**src/rtl/epoch_sched_if.sv**
```systemverilog
// rtl/epoch_sched_if.sv - phase-controller handshake between epoch_sched and the controller
interface epoch_sched_if #(
  parameter int ADDR_W = 8
);
  logic              TR;
  logic              VL;
  logic              END;
  logic [ADDR_W-1:0] sample_addr;
  logic              S_Train;
  logic              S_Error;
  logic              val_miss;

  modport master (
    output TR, VL, END, sample_addr,
    input  S_Train, S_Error, val_miss
  );

  modport slave (
    input  TR, VL, END, sample_addr,
    output S_Train, S_Error, val_miss
  );
endinterface

```
**src/rtl/epoch_sched.sv**
```systemverilog
// rtl/epoch_sched.sv - epoch sequencer issuing TR/VL passes; EPOCH_SCHED_EARLY_STOP_EN enables early stop on a clean validation pass
module epoch_sched #(
  parameter int N_TRAIN = 16,
  parameter int N_VAL   = 4,
  parameter int N_EPOCH = 8,
  parameter int ADDR_W  = 8,
  parameter int TIMEOUT = 63
) (
  input  logic              clk,
  input  logic              rst_n,
  input  logic              start,
  input  logic              abort,
  epoch_sched_if.master     ctl,
  output logic [7:0]        epoch,
  output logic [ADDR_W:0]   miss_count,
  output logic              busy,
  output logic              done,
  output logic              timeout_err
);

  typedef enum logic [3:0] {
    IDLE, GAP_T, ISSUE_T, WAIT_T, GAP_V, ISSUE_V, WAIT_V, FIN, FAULT
  } state_t;

  localparam logic [ADDR_W-1:0] LAST_T   = ADDR_W'(N_TRAIN - 1);
  localparam logic [ADDR_W-1:0] LAST_V   = ADDR_W'(N_VAL - 1);
  localparam logic [7:0]        LAST_E   = 8'(N_EPOCH - 1);
  localparam logic [7:0]        TMO      = 8'(TIMEOUT);
  localparam logic [ADDR_W:0]   MISS_MAX = '1;

  state_t            state, next_state;
  logic [ADDR_W-1:0] addr_q;
  logic [7:0]        wait_cnt;
  logic              tr_q, vl_q, end_q;

  logic              active, waiting, abort_hit, tmo_hit;
  logic              accept_t, accept_v, run_start, last_t, last_v;
  logic [ADDR_W:0]   miss_next;

  assign ctl.TR          = tr_q;
  assign ctl.VL          = vl_q;
  assign ctl.END         = end_q;
  assign ctl.sample_addr = addr_q;

  // State register
  always_ff @(posedge clk or negedge rst_n) begin
    if (!rst_n) state <= IDLE;
    else        state <= next_state;
  end

  // Qualify this cycle's events (abort > timeout > strobe) and pick the next state
  always_comb begin
    next_state = state;
    active     = (state != IDLE) && (state != FAULT);
    waiting    = (state == WAIT_T) || (state == WAIT_V);
    abort_hit  = active && abort;
    // The counter counts waiting cycles including the current one, so a
    // strobe on the edge where it first reaches TMO is still taken.
    tmo_hit    = waiting && !abort_hit && (wait_cnt == TMO);
    accept_t   = (state == WAIT_T) && ctl.S_Train && !abort_hit && !tmo_hit;
    accept_v   = (state == WAIT_V) && ctl.S_Error && !abort_hit && !tmo_hit;
    run_start  = !active && start;
    last_t     = (addr_q == LAST_T);
    last_v     = (addr_q == LAST_V);
    miss_next  = miss_count;
    if (ctl.val_miss && (miss_count != MISS_MAX)) miss_next = miss_count + 1'b1;

    if (abort_hit) begin
      next_state = IDLE;
    end else if (tmo_hit) begin
      next_state = FAULT;
    end else begin
      case (state)
        IDLE, FAULT: if (start) next_state = GAP_T;
        GAP_T:       next_state = ISSUE_T;
        ISSUE_T:     next_state = WAIT_T;
        WAIT_T:      if (accept_t) next_state = last_t ? GAP_V : GAP_T;
        GAP_V:       next_state = ISSUE_V;
        ISSUE_V:     next_state = WAIT_V;
        WAIT_V: begin
          if (accept_v) begin
            if (last_v) begin
`ifdef EPOCH_SCHED_EARLY_STOP_EN
              if ((epoch == LAST_E) || (miss_next == '0)) next_state = FIN;
`else
              if (epoch == LAST_E) next_state = FIN;
`endif
              else next_state = GAP_T;
            end else begin
              next_state = GAP_V;
            end
          end
        end
        FIN:         next_state = IDLE;
        default:     next_state = IDLE;
      endcase
    end
  end

  // Registered pulses, wait counter and sample/epoch/miss bookkeeping
  always_ff @(posedge clk or negedge rst_n) begin
    if (!rst_n) begin
      tr_q        <= 1'b0;
      vl_q        <= 1'b0;
      end_q       <= 1'b0;
      done        <= 1'b0;
      busy        <= 1'b0;
      timeout_err <= 1'b0;
      wait_cnt    <= '0;
      addr_q      <= '0;
      epoch       <= '0;
      miss_count  <= '0;
    end else begin
      tr_q  <= (state == ISSUE_T) && !abort_hit;
      vl_q  <= (state == ISSUE_V) && !abort_hit;
      end_q <= abort_hit || tmo_hit;
      done  <= (state == FIN) && !abort_hit;
      busy  <= (next_state != IDLE) && (next_state != FAULT);

      if ((state == ISSUE_T) || (state == ISSUE_V)) wait_cnt <= 8'd1;
      else if (waiting && (wait_cnt != TMO))        wait_cnt <= wait_cnt + 8'd1;

      if (tmo_hit) timeout_err <= 1'b1;

      if (run_start) begin
        epoch       <= '0;
        addr_q      <= '0;
        miss_count  <= '0;
        timeout_err <= 1'b0;
      end

      if (accept_t) begin
        if (last_t) begin
          addr_q     <= '0;
          miss_count <= '0;
        end else begin
          addr_q <= addr_q + 1'b1;
        end
      end

      if (accept_v) begin
        miss_count <= miss_next;
        if (last_v) begin
          addr_q <= '0;
          if (next_state == GAP_T) epoch <= epoch + 8'd1;
        end else begin
          addr_q <= addr_q + 1'b1;
        end
      end
    end
  end

endmodule

```
**src/flat_wrapper.sv**
```systemverilog
// flat-port wrapper written by rule: the top's interface ports become plain ports
module epoch_sched_flat 
#(
  parameter int N_TRAIN = 16,
  parameter int N_VAL   = 4,
  parameter int N_EPOCH = 8,
  parameter int ADDR_W  = 8,
  parameter int TIMEOUT = 63
)
  (clk, rst_n, start, abort, epoch, miss_count, busy, done, timeout_err, ctl_TR, ctl_VL, ctl_END, ctl_sample_addr, ctl_S_Train, ctl_S_Error, ctl_val_miss);
  epoch_sched_if #(.ADDR_W(ADDR_W)) ctl_i ();
  input  logic clk;
  input  logic rst_n;
  input  logic start;
  input  logic abort;
  output logic [7:0] epoch;
  output logic [ADDR_W:0] miss_count;
  output logic busy;
  output logic done;
  output logic timeout_err;
  output wire logic [$bits(ctl_i.TR)-1:0] ctl_TR;
  output wire logic [$bits(ctl_i.VL)-1:0] ctl_VL;
  output wire logic [$bits(ctl_i.END)-1:0] ctl_END;
  output wire logic [$bits(ctl_i.sample_addr)-1:0] ctl_sample_addr;
  input wire logic [$bits(ctl_i.S_Train)-1:0] ctl_S_Train;
  input wire logic [$bits(ctl_i.S_Error)-1:0] ctl_S_Error;
  input wire logic [$bits(ctl_i.val_miss)-1:0] ctl_val_miss;
  assign ctl_TR = ctl_i.TR;
  assign ctl_VL = ctl_i.VL;
  assign ctl_END = ctl_i.END;
  assign ctl_sample_addr = ctl_i.sample_addr;
  assign ctl_i.S_Train = ctl_S_Train;
  assign ctl_i.S_Error = ctl_S_Error;
  assign ctl_i.val_miss = ctl_val_miss;
  epoch_sched #(.N_TRAIN(N_TRAIN), .N_VAL(N_VAL), .N_EPOCH(N_EPOCH), .ADDR_W(ADDR_W), .TIMEOUT(TIMEOUT)) u_core (.clk(clk), .rst_n(rst_n), .start(start), .abort(abort), .ctl(ctl_i), .epoch(epoch), .miss_count(miss_count), .busy(busy), .done(done), .timeout_err(timeout_err));
endmodule
```
**config.mk**
```make
export PLATFORM = sky130hd
export DESIGN_NAME = epoch_sched_flat
export DESIGN_NICKNAME = d
export VERILOG_FILES = /design/src/rtl/epoch_sched_if.sv /design/src/rtl/epoch_sched.sv /design/src/flat_wrapper.sv
export SDC_FILE = /design/constraint.sdc
export NUM_CORES = 1
export LEC_CHECK = 0
export ABC_CLOCK_PERIOD_IN_PS = 2800
export BUFFER_PORTS_ARGS = -buffer_cell sky130_fd_sc_hd__buf_2
export CAP_MARGIN = 20
export CORE_ASPECT_RATIO = 1.2
export CORE_MARGIN = 2
export CORE_UTILIZATION = 30
export DETAILED_ROUTE_END_ITERATION = 10
export GPL_ROUTABILITY_DRIVEN = 0
export PLACE_DENSITY = 0.51
export SETUP_SLACK_MARGIN = 0.2
export SLEW_MARGIN = 20
export SYNTH_ARGS = -nofsm -noshare
export SYNTH_HDL_FRONTEND = slang
export SYNTH_SLANG_ARGS = --single-unit
```
**constraint.sdc**
```tcl
create_clock -name clk -period 2.8 [get_ports clk]
set_input_delay 0.7 -clock clk [delete_from_list [all_inputs] [get_ports clk]]
set_output_delay 0.7 -clock clk [all_outputs]
set_load 0.05 [all_outputs]
```
# After elaboration in Yosys (flattened, before gate mapping)
# Cells that the tools add are included.
# totals
register_bits	43
latch_bits	0
ramBits	0
mem_bits_ro	0
output_inout_bits	31
wordCells	90
memories	0
# op_classes
addsub	4
multipliers	0
div	0
n_lt_le_gt_ge	0
eq_ne	18
shifts	0
n_mux	27
bitwise	0
reduce_logical	30
# ops
cell	count
$mux W8	11
$mux W9	5
$pmux W4 S7	1
$add A8 B1 Y8 const B	3
$mux W4	5
$logic_and A1 B1 Y1	17
$eq A4 B3 Y1 const B	4
$add A9 B1 Y9 const B	1
$mux W3	3
$ne A9 B9 Y1 const B	1
$eq A4 B1 Y1 const B	2
$eq A4 B2 Y1 const B	2
$eq A8 B2 Y1 const B	1
$eq A8 B3 Y1 const B	1
$eq A8 B4 Y1 const B	1
$eq A8 B6 Y1 const B	1
$ne A4 B4 Y1 const B	2
$ne A8 B6 Y1 const B	1
$reduce_bool A4 Y1	2
$eq A4 B4 Y1 const B	1
$logic_not A4 Y1	1
$reduce_bool A2 Y1	2
$logic_not A1 Y1	3
$logic_or A1 B1 Y1	3
other kinds (4)	5

# Logic depth before layout (Yosys ltp)
# depth
depth_word	16
mapped_depth	11
mapped_depth_nobuf	10

# Least setup slack after synthesis
# Ideal clock, no wire load.
# synth_path
path_kind	flip-flop to flip-flop
from	register u_core.miss_count[0]
to	register u_core.miss_count[7]
arrival_time_ps	2466
required_ps	2655
setup_slack_ps	189
path_stages_with_launch	11
path_buffers	0
synth_period_minus_slack_ps	2611
cell_sequence	dfrtp_1 ha_1 and3_1 and3_1 and3_1 ha_1 nand2b_1 nor3_2 nor3_4 o21ai_0 o41ai_1
# synth_via
elab_chain_cells	3
word_cells_on_any_way	6
cone_classes	add/sub: 1; eq/ne: 2; mux: 2; reduce/logical: 1
# synth_rtl
element	line	text
start: declaration	epoch_sched.sv:15	output logic [ADDR_W:0] miss_count,
start signal: assignment	epoch_sched.sv:142	miss_count <= miss_next;
$add A9 B1 Y9 or $ne A9 B9 Y1 (tied branches)	epoch_sched.sv:66	if (ctl.val_miss && (miss_count != MISS_MAX)) miss_next = miss_count + 1'b1;
$mux W9 or $logic_and A1 B1 Y1 (tied branches)	epoch_sched.sv:66	
$mux W9 or $ne A2 B2 Y1 (tied branches)	--	
# Parallel ways exist; a longest one is shown, timed or not. The select of a mux whose other input is x is not followed.
# A chain may end at the register's enable or synchronous reset.

# Final worst setup path
# layout_path
from	register u_core.state[2]
to	register u_core.epoch[2]
# layout_via
elab_chain_cells	16
word_cells_on_any_way	37
cone_classes	eq/ne: 9; mux: 10; reduce/logical: 18
# layout_rtl
element	line	text
start: declaration	epoch_sched.sv:31	state_t state, next_state;
start signal: assignment	epoch_sched.sv:48	else state <= next_state;
$ne A4 B4 Y1 or $reduce_bool A4 Y1 (tied branches)	epoch_sched.sv:54	active = (state != IDLE) && (state != FAULT);
$logic_and A1 B1 Y1	epoch_sched.sv:54	
$logic_and A1 B1 Y1	epoch_sched.sv:56	abort_hit = active && abort;
$logic_not A1 Y1	epoch_sched.sv:59, epoch_sched.sv:60, epoch_sched.sv:61	
$logic_and A1 B1 Y1 (2 in series)	epoch_sched.sv:59	tmo_hit = waiting && !abort_hit && (wait_cnt == TMO);
$logic_not A1 Y1	epoch_sched.sv:60, epoch_sched.sv:61	
$logic_and A1 B1 Y1, on equally long branches	epoch_sched.sv:61, epoch_sched.sv:60	
$mux W4, on equally long branches	epoch_sched.sv:81, epoch_sched.sv:77	
$pmux W4 S7	epoch_sched.sv:73	case (state)
$mux W4	epoch_sched.sv:70	end else if (tmo_hit) begin
$mux W4	epoch_sched.sv:68	if (abort_hit) begin
$eq A4 B1 Y1	epoch_sched.sv:145	if (next_state == GAP_T) epoch <= epoch + 8'd1;
$mux W8	epoch_sched.sv:145	
$mux W8	epoch_sched.sv:143	if (last_v) begin
$mux W8 *	epoch_sched.sv:141	if (accept_v) begin
end signal: assignment	epoch_sched.sv:145	
end: declaration	epoch_sched.sv:14	output logic [7:0] epoch,
# Every way passes the cells marked *; elsewhere a longest branch is shown, timed or not.

==> impl_metrics.py <==
metrics = {
    "grt": {
        "grt_util_all_layers_pct": 13.64,
        "first_global_vias": 1965,
        "grt_pass1_wl_um": 9494,
        "grt_antenna_before_repair": 0,
        "grt_max_degree": 29,
        "overflow": 0,
    },
    "clocking": {
        "cts_tree": "done",
        "clock_latency_ps": 290,
        "cts_buffer_depth": 2,
        "cts.htree.levels": 2,
        "clkTransAtPathRegs_ps": 80,
        "cts_buffers": 5,
        "cts_hold_buf": 0,
        "cts-root-buf": "clkbuf_8",
        "cts_sinks": 43,
    },
    "synth": {
        "synth_nets": 257,
        "yosys_most_used_dff": "dfrtp_1",
        "syn_area_sq_um": 2357,
        "yosysSeqAreaShare_pct": 45.65,
        "ys.warnings.count": 0,
        "ys_seq_elements": 43,
        "async_reset_ff_share_pct": 100.0,
        "avgSynthCellArea_sq_um": 9.621,
        "synth.distinct_cells": 54,
        "syn_inst": 245,
        "synth-edff-count": 0,
    },
    "power": {
        "seqPwrFrac_pct": 42.8,
        "p_comb_share_pct": 34.6,
        "clockPowerShare_pct": 22.6,
        "power.density_nw_per_um2": 612.8,
        "peakVddDrop_v": 0.0002615,
        "power_report.internal_total_mw": 1.055,
        "finalPower_mw": 1.713,
        "switching_share_pct": 38.40,
        "p_sw_uw": 657.9,
        "power_leakage_nw": 1.367,
    },
    "status": {
        "status": "finished, final reports clean",
    },
    "sta": {
        "worstMarginPinSlew_ps": 622.5,
        "finalCriticalPeriod_ps": 2469,
        "whs_ps": 413.0,
        "tns_ps": 0,
        "final-max-slew-violation-count": 0,
        "finalHoldViolations": 0,
        "period_share_pct": 88.17,
        "setup_violations": 0,
        "slew_headroom_pct": 58.50,
        "rsz0062_at_grt": "true",
        "fmax_ghz": 0.4051,
        "fin_skew_ps": 3.348,
    },
    "setup_path": {
        "critPathSlowestCell": "or4_4",
        "critPathTopFamily": "simple AND/OR/NAND/NOR gates",
        "path_cells": "o31ai_4 > o41ai_4 > buf_4 > or4_4 > and2_1 > o21ai_0 > o31ai_1",
        "cp-end-kind": "flip-flop",
        "crit_path_start_kind": "flip-flop",
        "worst-setup-path-type": "flip-flop to flip-flop",
        "cp.required_ps": 2980,
        "cp_max_fo": 15,
        "crit_buf_inv": 1,
        "arrival_ps": 2650,
        "cpPeakStageDelay_ps": 640,
    },
    "detailed_routing": {
        "drc": 0,
        "via_per_inst": 5.161,
        "drt_wl_total_um": 5473,
        "num_vias": 1992,
        "postRouteAntennaNets": 0,
        "drtIter0Drc": 93,
        "wl_per_cell_um": 14.18,
        "dr.pass1.iters": 4,
    },
    "finish": {
        "syn_to_final_growth_pct": 18.58,
        "fill_cells": 783,
        "final_area_sq_um": 2795,
        "fin_nets": 305,
        "drive_above_1_share_pct": 25.17,
        "antenna_cells": 0,
    },
    "floorplanning": {
        "row_count": 35,
        "start_util_pct": 30.76,
        "ios": 38,
        "fp.dieH_um": 101.1,
        "die_area_sq_um": 8586,
        "core_area_sq_um": 7664,
        "die_x_um": 84.92,
    },
    "placement": {
        "placed_cell_area_sq_um": 2675,
        "numPortBuffers": 37,
        "hpwl_um": 4065,
    },
    "flow_run": {
        "drv_cap": 0,
    },
    "min_path": {
        "min_path_type": "primary input to asynchronous set/reset pin",
    },
}
## power groups by stage
stage / sequential [mW] / clock, mW / combinational (mW)
after floorplan: 0.808 / 0 / 0.360
after detailed placement: 0.746 / 0 / 0.573
after global routing: 0.744 / 0.425 / 0.658
final: 0.733 / 0.386 / 0.593
after global placement: 0.746 / 0 / 0.567
after CTS: 0.734 / 0.403 / 0.575
## cell type report
type	instances	area (sq um)	area share, %
clock buffers	5	68.82	2.462
clock inverters	3	15.01	0.5372
inverters	7	26.28	0.9400
multi-input cells	188	1225	43.82
flip-flops and latches	43	1077	38.54
well taps	92	115.1	4.118
repair buffers	48	267.8	9.579
## Yosys cell counts, drive strengths merged (2+ instances only)
cell type / count / area share (%)
a211oi: 2 / 0.85
a21o: 2 / 0.64
a21oi: 9 / 1.9
a22o: 4 / 1.5
a31oi: 2 / 0.53
and2: 2 / 0.53
and3: 12 / 3.2
buf: 6 / 1.9
dfrtp: 43 / 46
ha: 5 / 2.7
inv: 7 / 1.1
nand2: 16 / 2.5
nand2b: 8 / 2.1
nand3: 11 / 2.3
nand4: 2 / 0.53
nor2: 28 / 4.7
nor3: 8 / 3.1
nor3b: 3 / 0.96
nor4: 4 / 1.1
o21ai: 33 / 7.0
o31ai: 3 / 1.5
o41ai: 3 / 1.9
or2: 3 / 0.80
or3: 2 / 0.53
or4: 2 / 0.80
xnor2: 3 / 1.1
xor2: 6 / 2.2
## final timing paths
check,slack [ps],cells past startpoint,from,end
max reg2reg,330,7,u_core.state[2]$_DFF_PN0_,u_core.epoch[2]$_DFF_PN0_
min,410,1,rst_n,u_core.wait_cnt[1]$_DFFE_PN0P_
min in group clk,510,2,u_core.timeout_err$_DFFE_PN0P_,u_core.timeout_err$_DFFE_PN0P_
min reg2reg,510,2,u_core.timeout_err$_DFFE_PN0P_,u_core.timeout_err$_DFFE_PN0P_
max in group asynchronous,1790,2,rst_n,u_core.epoch[1]$_DFF_PN0_
max,330,7,u_core.state[2]$_DFF_PN0_,u_core.epoch[2]$_DFF_PN0_
## registers in the layout (all words and copies together), names as in the netlist
signal	cells
u_core.miss_count	9
u_core.busy	1
u_core.done	1
u_core.ctl.END	1
u_core.state	4
u_core.ctl.sample_addr	8
u_core.wait_cnt	8
u_core.ctl.TR	1
u_core.timeout_err	1
u_core.ctl.VL	1
u_core.epoch	8
## worst reg2reg max path: cells and delay by family, from the launching register on
kind,cells,cell delay [ps]
buffers and inverters,1,190
AOI/OAI and AO/OA,4,760
DFF,1,510
and+or+nand+nor,2,890
## cell families after synthesis
kind of cell | share of synthesized area [%]
xor gates and xnor gates | 3.344
buffers and inverters | 3.185
DFF | 45.65
muxes | 0.4246
AOI/OAI and AO/OA | 18.52
and+or+nand+nor | 26.22
adders and majority gates | 2.654
## per-layer routing
layer | vias to the layer above | share of wire [%] | routed length [um] | global-route usage [%]
met5 | - | 0 | 0 | 0
met4 | 0 | 1.6 | 85 | 4.762
met1 | 977 | 47 | 2545 | 18.07
li1 | 980 | - | - | -
met3 | 6 | 3.0 | 162 | 2.948
met2 | 29 | 49 | 2679 | 22.17
## layout by cell type (no fill, tap or decap), drive strengths merged, types with 6 or more instances in the layout
cell type  netlist  final
inv              7      7
nand3           11     11
and3            12     12
nor3             8      8
dfrtp           43     43
buf              6     48
a21oi            9      9
nand2           16     16
o21ai           33     33
xor2             6      6
nor2            28     28
nand2b           8      8
## through the flow
stage          setup slack (ps)  util [%]  instances
2_1_floorplan             254.2         -        245
3_3_place_gp              329.9     34.91        375
3_5_place_dp              295.5     34.91        375
4_1_cts                   271.2     36.00        383
5_1_grt                   172.6     36.47        386
6_report                  331.3     36.47        386
## timing repair
item | in CTS | in global routing
buffers inserted | 0 | 3
endpoints found under the setup margin | 0 | 19
gates resized for setup | 0 | 3
(Power assumes the default switching activity.)
